[src/rtl/spi_master_arbiter.sv]
// Round-robin arbiter that shares one SPI master controller between NUM_REQ
// byte-transfer requesters, with a completion watchdog and one-hot grant export.
module spi_master_arbiter #(
  parameter int NUM_REQ        = 4,
  parameter int TIMEOUT_CYCLES = 1024
) (
  input  logic                   clk,
  input  logic                   rst,
  input  logic [NUM_REQ-1:0]     req,
  input  logic [8*NUM_REQ-1:0]   req_data,
  output logic [NUM_REQ-1:0]     ack,
  output logic [7:0]             rsp_data,
  output logic                   rsp_err,
  output logic [NUM_REQ-1:0]     grant,
  output logic                   m_start,
  output logic [7:0]             m_tx_data,
  input  logic                   m_busy,
  input  logic                   m_done,
  input  logic [7:0]             m_rx_data
);

  localparam int IW = (NUM_REQ > 1) ? $clog2(NUM_REQ) : 1;
  localparam int CW = (TIMEOUT_CYCLES > 0) ? $clog2(TIMEOUT_CYCLES + 1) : 1;
  localparam bit TO_EN = (TIMEOUT_CYCLES != 0);
  localparam logic [CW-1:0] CNT_LAST = TO_EN ? CW'(TIMEOUT_CYCLES - 1) : {CW{1'b0}};
  localparam logic [NUM_REQ-1:0] ONE = {{(NUM_REQ-1){1'b0}}, 1'b1};

  typedef enum logic [1:0] {
    IDLE  = 2'd0,
    START = 2'd1,
    WAIT  = 2'd2,
    RESP  = 2'd3
  } state_t;

  state_t               state_q, state_d;
  logic [NUM_REQ-1:0]   ack_q, ack_d;
  logic [7:0]           rsp_data_q, rsp_data_d;
  logic                 rsp_err_q, rsp_err_d;
  logic [NUM_REQ-1:0]   grant_q, grant_d;
  logic                 m_start_q, m_start_d;
  logic [7:0]           m_tx_data_q, m_tx_data_d;
  logic [CW-1:0]        cnt_q, cnt_d;
  logic [IW-1:0]        rr_ptr_q, rr_ptr_d;
  logic [IW-1:0]        sel_q, sel_d;

  logic [IW-1:0]        sel_s;
  logic [7:0]           tx_s;
  logic                 hit_s;

  // Round-robin pick: scan offsets from farthest to nearest so the first set bit
  // after rr_ptr overrides any later candidate.
  always_comb begin
    sel_s = rr_ptr_q;
    hit_s = 1'b0;
    for (int k = NUM_REQ; k >= 1; k--) begin
      for (int i = 0; i < NUM_REQ; i++) begin
        hit_s = req[i] && (i == ((int'(rr_ptr_q) + k) % NUM_REQ));
        sel_s = hit_s ? IW'(i) : sel_s;
      end
    end
  end

  // Byte of the selected requester.
  always_comb begin
    tx_s = 8'h00;
    for (int i = 0; i < NUM_REQ; i++) begin
      tx_s = (sel_s == IW'(i)) ? req_data[8*i +: 8] : tx_s;
    end
  end

  // Next-state and next-output computation for the transfer sequencer.
  always_comb begin
    state_d     = state_q;
    ack_d       = {NUM_REQ{1'b0}};
    rsp_data_d  = rsp_data_q;
    rsp_err_d   = rsp_err_q;
    grant_d     = grant_q;
    m_start_d   = 1'b0;
    m_tx_data_d = m_tx_data_q;
    cnt_d       = cnt_q;
    rr_ptr_d    = rr_ptr_q;
    sel_d       = sel_q;
    case (state_q)
      IDLE: begin
        if ((|req) && !m_busy) begin
          sel_d       = sel_s;
          grant_d     = ONE << sel_s;
          m_tx_data_d = tx_s;
          m_start_d   = 1'b1;
          state_d     = START;
        end else begin
          state_d = IDLE;
        end
      end
      START: begin
        cnt_d   = {CW{1'b0}};
        state_d = WAIT;
      end
      WAIT: begin
        cnt_d = cnt_q + CW'(1);
        // A completion in the final watchdog cycle still counts as success.
        if (m_done) begin
          rsp_data_d = m_rx_data;
          rsp_err_d  = 1'b0;
          ack_d      = grant_q;
          state_d    = RESP;
        end else if (TO_EN && (cnt_q == CNT_LAST)) begin
          rsp_data_d = 8'h00;
          rsp_err_d  = 1'b1;
          ack_d      = grant_q;
          state_d    = RESP;
        end else begin
          state_d = WAIT;
        end
      end
      RESP: begin
        rr_ptr_d   = sel_q;
        grant_d    = {NUM_REQ{1'b0}};
        rsp_data_d = 8'h00;
        rsp_err_d  = 1'b0;
        state_d    = IDLE;
      end
      default: begin
        grant_d = {NUM_REQ{1'b0}};
        state_d = IDLE;
      end
    endcase
  end

  // State and output registers.
  always_ff @(posedge clk or posedge rst) begin
    if (rst) begin
      state_q     <= IDLE;
      ack_q       <= {NUM_REQ{1'b0}};
      rsp_data_q  <= 8'h00;
      rsp_err_q   <= 1'b0;
      grant_q     <= {NUM_REQ{1'b0}};
      m_start_q   <= 1'b0;
      m_tx_data_q <= 8'h00;
      cnt_q       <= {CW{1'b0}};
      rr_ptr_q    <= IW'(NUM_REQ - 1);
      sel_q       <= {IW{1'b0}};
    end else begin
      state_q     <= state_d;
      ack_q       <= ack_d;
      rsp_data_q  <= rsp_data_d;
      rsp_err_q   <= rsp_err_d;
      grant_q     <= grant_d;
      m_start_q   <= m_start_d;
      m_tx_data_q <= m_tx_data_d;
      cnt_q       <= cnt_d;
      rr_ptr_q    <= rr_ptr_d;
      sel_q       <= sel_d;
    end
  end

  assign ack       = ack_q;
  assign rsp_data  = rsp_data_q;
  assign rsp_err   = rsp_err_q;
  assign grant     = grant_q;
  assign m_start   = m_start_q;
  assign m_tx_data = m_tx_data_q;

endmodule

[config.mk]
export PLATFORM = sky130hd
export DESIGN_NAME = spi_master_arbiter
export DESIGN_NICKNAME = d
export VERILOG_FILES = /design/src/rtl/spi_master_arbiter.sv
export SDC_FILE = /design/constraint.sdc
export NUM_CORES = 1
export LEC_CHECK = 0
export BUFFER_PORTS_ARGS = -buffer_cell sky130_fd_sc_hd__buf_2
export CAP_MARGIN = 5
export CORE_AREA = 2 2 70 72
export DETAILED_ROUTE_END_ITERATION = 10
export DIE_AREA = 0 0 72 74
export GPL_TIMING_DRIVEN = 0
export PLACE_DENSITY = 0.83
export SLEW_MARGIN = 20
export SYNTH_ARGS = -nofsm -noshare
export SYNTH_HDL_FRONTEND = slang
export SYNTH_SLANG_ARGS = --single-unit
[constraint.sdc]
create_clock -name clk -period 4.2 [get_ports clk]
set_clock_uncertainty 0.15 [all_clocks]
set_input_delay 0.84 -clock clk [delete_from_list [all_inputs] [get_ports clk]]
set_output_delay 0.84 -clock clk [all_outputs]
set_load 0.1 [all_outputs]
==> impl_metrics.ini <==
[power_and_ir_drop]
clkPwrFrac_pct = 11.7
power.switching_uw = 1418
p_int_uw = 1076
combPwrFrac_pct = 61.8
irDropWorstVdd_v = 0.0003944
power_density_nw_per_um2 = 835.1
p_leak_uw = 0.001353
p_sw_share_pct = 56.86
p_seq_share_pct = 26.5

[global_routing]
grt.total_usage_pct = 23.04
grt_pass1_wl_um = 9742
grt_max_degree = 35
grt_pass1_vias = 2110
antenna_found_initial = 0
grt_overflow_total = 0

[die]
rows = 25
core-area_sq_um = 4598
die_area_sq_um = 5328
start_util_pct = 52.95
dieHeight_um = 74
io_pins = 74
die_x_um = 72

[drt]
avgViaCountPerCell = 5.650
ant_nets = 0
wl_um = 5616
wl_per_cell_um = 14.15
dr.first_iter.drc_count = 153
dr.pass1.iters = 4
drc = 0
vias = 2243

[finish]
drive_gt1_share_pct = 32.36
diodes = 0
fin_util_pct = 64.95
fin_nets = 394
fillers = 383
area_delta_synth_final_pct = 22.66

[clock_tree]
clk_latency_ps = 290
cts_resized = 0
ctsHoldBuffers = 0
clkTransAtPathRegs_ps = 80
numCtsBuffers = 5
cts_max_level = 2
cts_setup_buffers = 0
max-clock-path-buffers = 2
cts.sinks = 43
root_buffer = clkbuf_8
cts_tree = built

[yosys]
synth-seq-area-share_pct = 44.30
synth_area_per_cell_sq_um = 9.293
synth.area.top_cells = dfrtp_1 (42%), o21ai_0 (6.2%), nand2_1 (4.9%), a21oi_1 (3.9%), a2111oi_2 (3.1%)
synthCells = 262
synth_most_common_cell = dfrtp_1
ys.warnings.count = 0
synth-main-ff-cell = dfrtp_1
synthAdderAreaFrac_pct = 2.055
synth-edff-count = 0
async_flop_share_pct = 100.0
synthTopCellsByCount = dfrtp_1 (41), nand2_1 (32), o21ai_0 (30)
synth_area_leader_cell = dfrtp_1
synth_top_family_by_area = compound AO/OA/AOI/OAI gates
ys_ff_latch = 43
synth_simple_gate_area_share_pct = 20.40
yosysTopAreaCellShare_pct = 42.14
synth_cell_types = 48
synthXorXnorAreaFrac_pct = 1.439
synth_fp_nets = 314
synth_compound_area_share_pct = 24.72
netlist_area_sq_um = 2435
synthMuxAreaShare_pct = 2.569

[place]
hpwl_um = 4152
portBuffers = 72
gp_congestion = 0.8149

[sta]
hold_violations = 0
setup_viol = 0
tightestPinTransition_ps = 580.8
slew_headroom_pct = 61.28
min_period_ps = 2123
fin_tns_setup_ps = 0
fmax_ghz = 0.4711
fin_crit_sh_pct = 50.54
final_max_slew_viol_count = 0
rsz0062_at_grt = false

[worst_setup_path]
critPathMaxFanout = 4
crit_path_max_incr_delay_ps = 440
regToRegStartpoint = state_q[0]
crit_path_end_kind = primary output
crit_type = flop to primary output
slowest_stage = buf_2
critical_path.top_delay_family = buffers and inverters
worst_r2r_path_depth = 7
cp.depth = 1
cp.arrival_ps = 1130
r2r_slack_ps = 2180
path_buf_inv = 1
startpoint_type = flop
worstPathRequired_ps = 3210
worst_r2r_endpoint = state_q[0]
path_cells = buf_2

[hold_path]
worst_hold_path_type = input pin to asynchronous set/reset pin

[flow_run]
maxCapViolCount = 0

[status]
outcome = finished clean
power by group through the flow:
stage          logic (uW)  registers, uW  clock network [uW]
6_report             1540            662                 292
5_1_grt              1660            681                 316
4_1_cts              1550            660                 296
3_5_place_dp         1550            667                   0
3_3_place_gp         1520            660                   0
2_1_floorplan         583           1340                   0
metrics by stage:
stage | cell area, sq um | worst slack [ps] | total power (uW) | cells | hold WS, ps
floorplan | 2435 | 2073 | 1921 | 262 | 294.4
global placement | 2863 | 1640 | 2184 | 388 | 315.6
detailed placement | 2883 | 1838 | 2213 | 389 | 320.9
CTS | 2987 | 2066 | 2503 | 397 | 306.1
global route | 2987 | 2013 | 2654 | 397 | 317.7
finish | 2987 | 2077 | 2494 | 397 | 304.3
how the worst max path moves through the flow:
stage / from / endpoint / slack [ps]
detailed placement: req[2] / m_tx_data[3] / 1840
floorplan: req[1] / m_tx_data[1] / 2070
global placement: rst / m_tx_data[2] / 1640
finish: grant[3] / grant[3] / 2080
global route: state_q[0] / state_q[0] / 2010
CTS: grant[2] / grant[2] / 2070
layout by cell type (no fill, tap or decap), types with 5 or more instances in the layout:
cell       count
nor2_1        15
o21ai_1       11
nor2b_1       12
nand3_1       15
inv_1          9
buf_2         74
dfrtp_1       41
o21ai_0       30
a2111oi_2      5
and2_1         5
a21oi_1       19
nand2_1       32
clkbuf_8       7
logic make-up (layout without fill, tap and decap cells):
| logic type | Yosys count | in the layout |
|---|---|---|
| AO/OA/AOI/OAI | 86 | 86 |
| XOR/XNOR | 4 | 4 |
| adder cells (fa/ha/maj) | 4 | 4 |
| buffers and inverters | 23 | 104 |
| flip-flops | 43 | 43 |
| multiplexers | 6 | 6 |
| AND/OR/NAND/NOR | 96 | 96 |
sequential cells by signal, summed over array words and instances (netlist names):
signal and flops:
cnt_q 11, m_tx_data 8, rsp_data 8, ack 4, grant 4, rr_ptr_q 2
sel_q 2, state_q 2, m_start 1, rsp_err 1
per-layer routing:
layer	GRT usage [%]	vias up	share of wire (%)
li1	-	1082	-
met1	31.90	1068	45
met2	37.76	86	48
met3	4.065	7	6.1
met4	6.499	0	1.3
met5	0	-	0
area by class of cell:
class / instances / area, sq um / share of cell area [%]
repair buffers: 73 / 380.4 / 12.74
clock inverters: 1 / 7.507 / 0.2514
well taps: 54 / 67.56 / 2.262
flip-flops and latches: 43 / 1079 / 36.11
multi-input cells: 196 / 1246 / 41.73
inverters: 12 / 47.55 / 1.592
plain buffers: 11 / 62.56 / 2.095
clock buffers: 7 / 96.34 / 3.226
(Power assumes the default switching activity.)
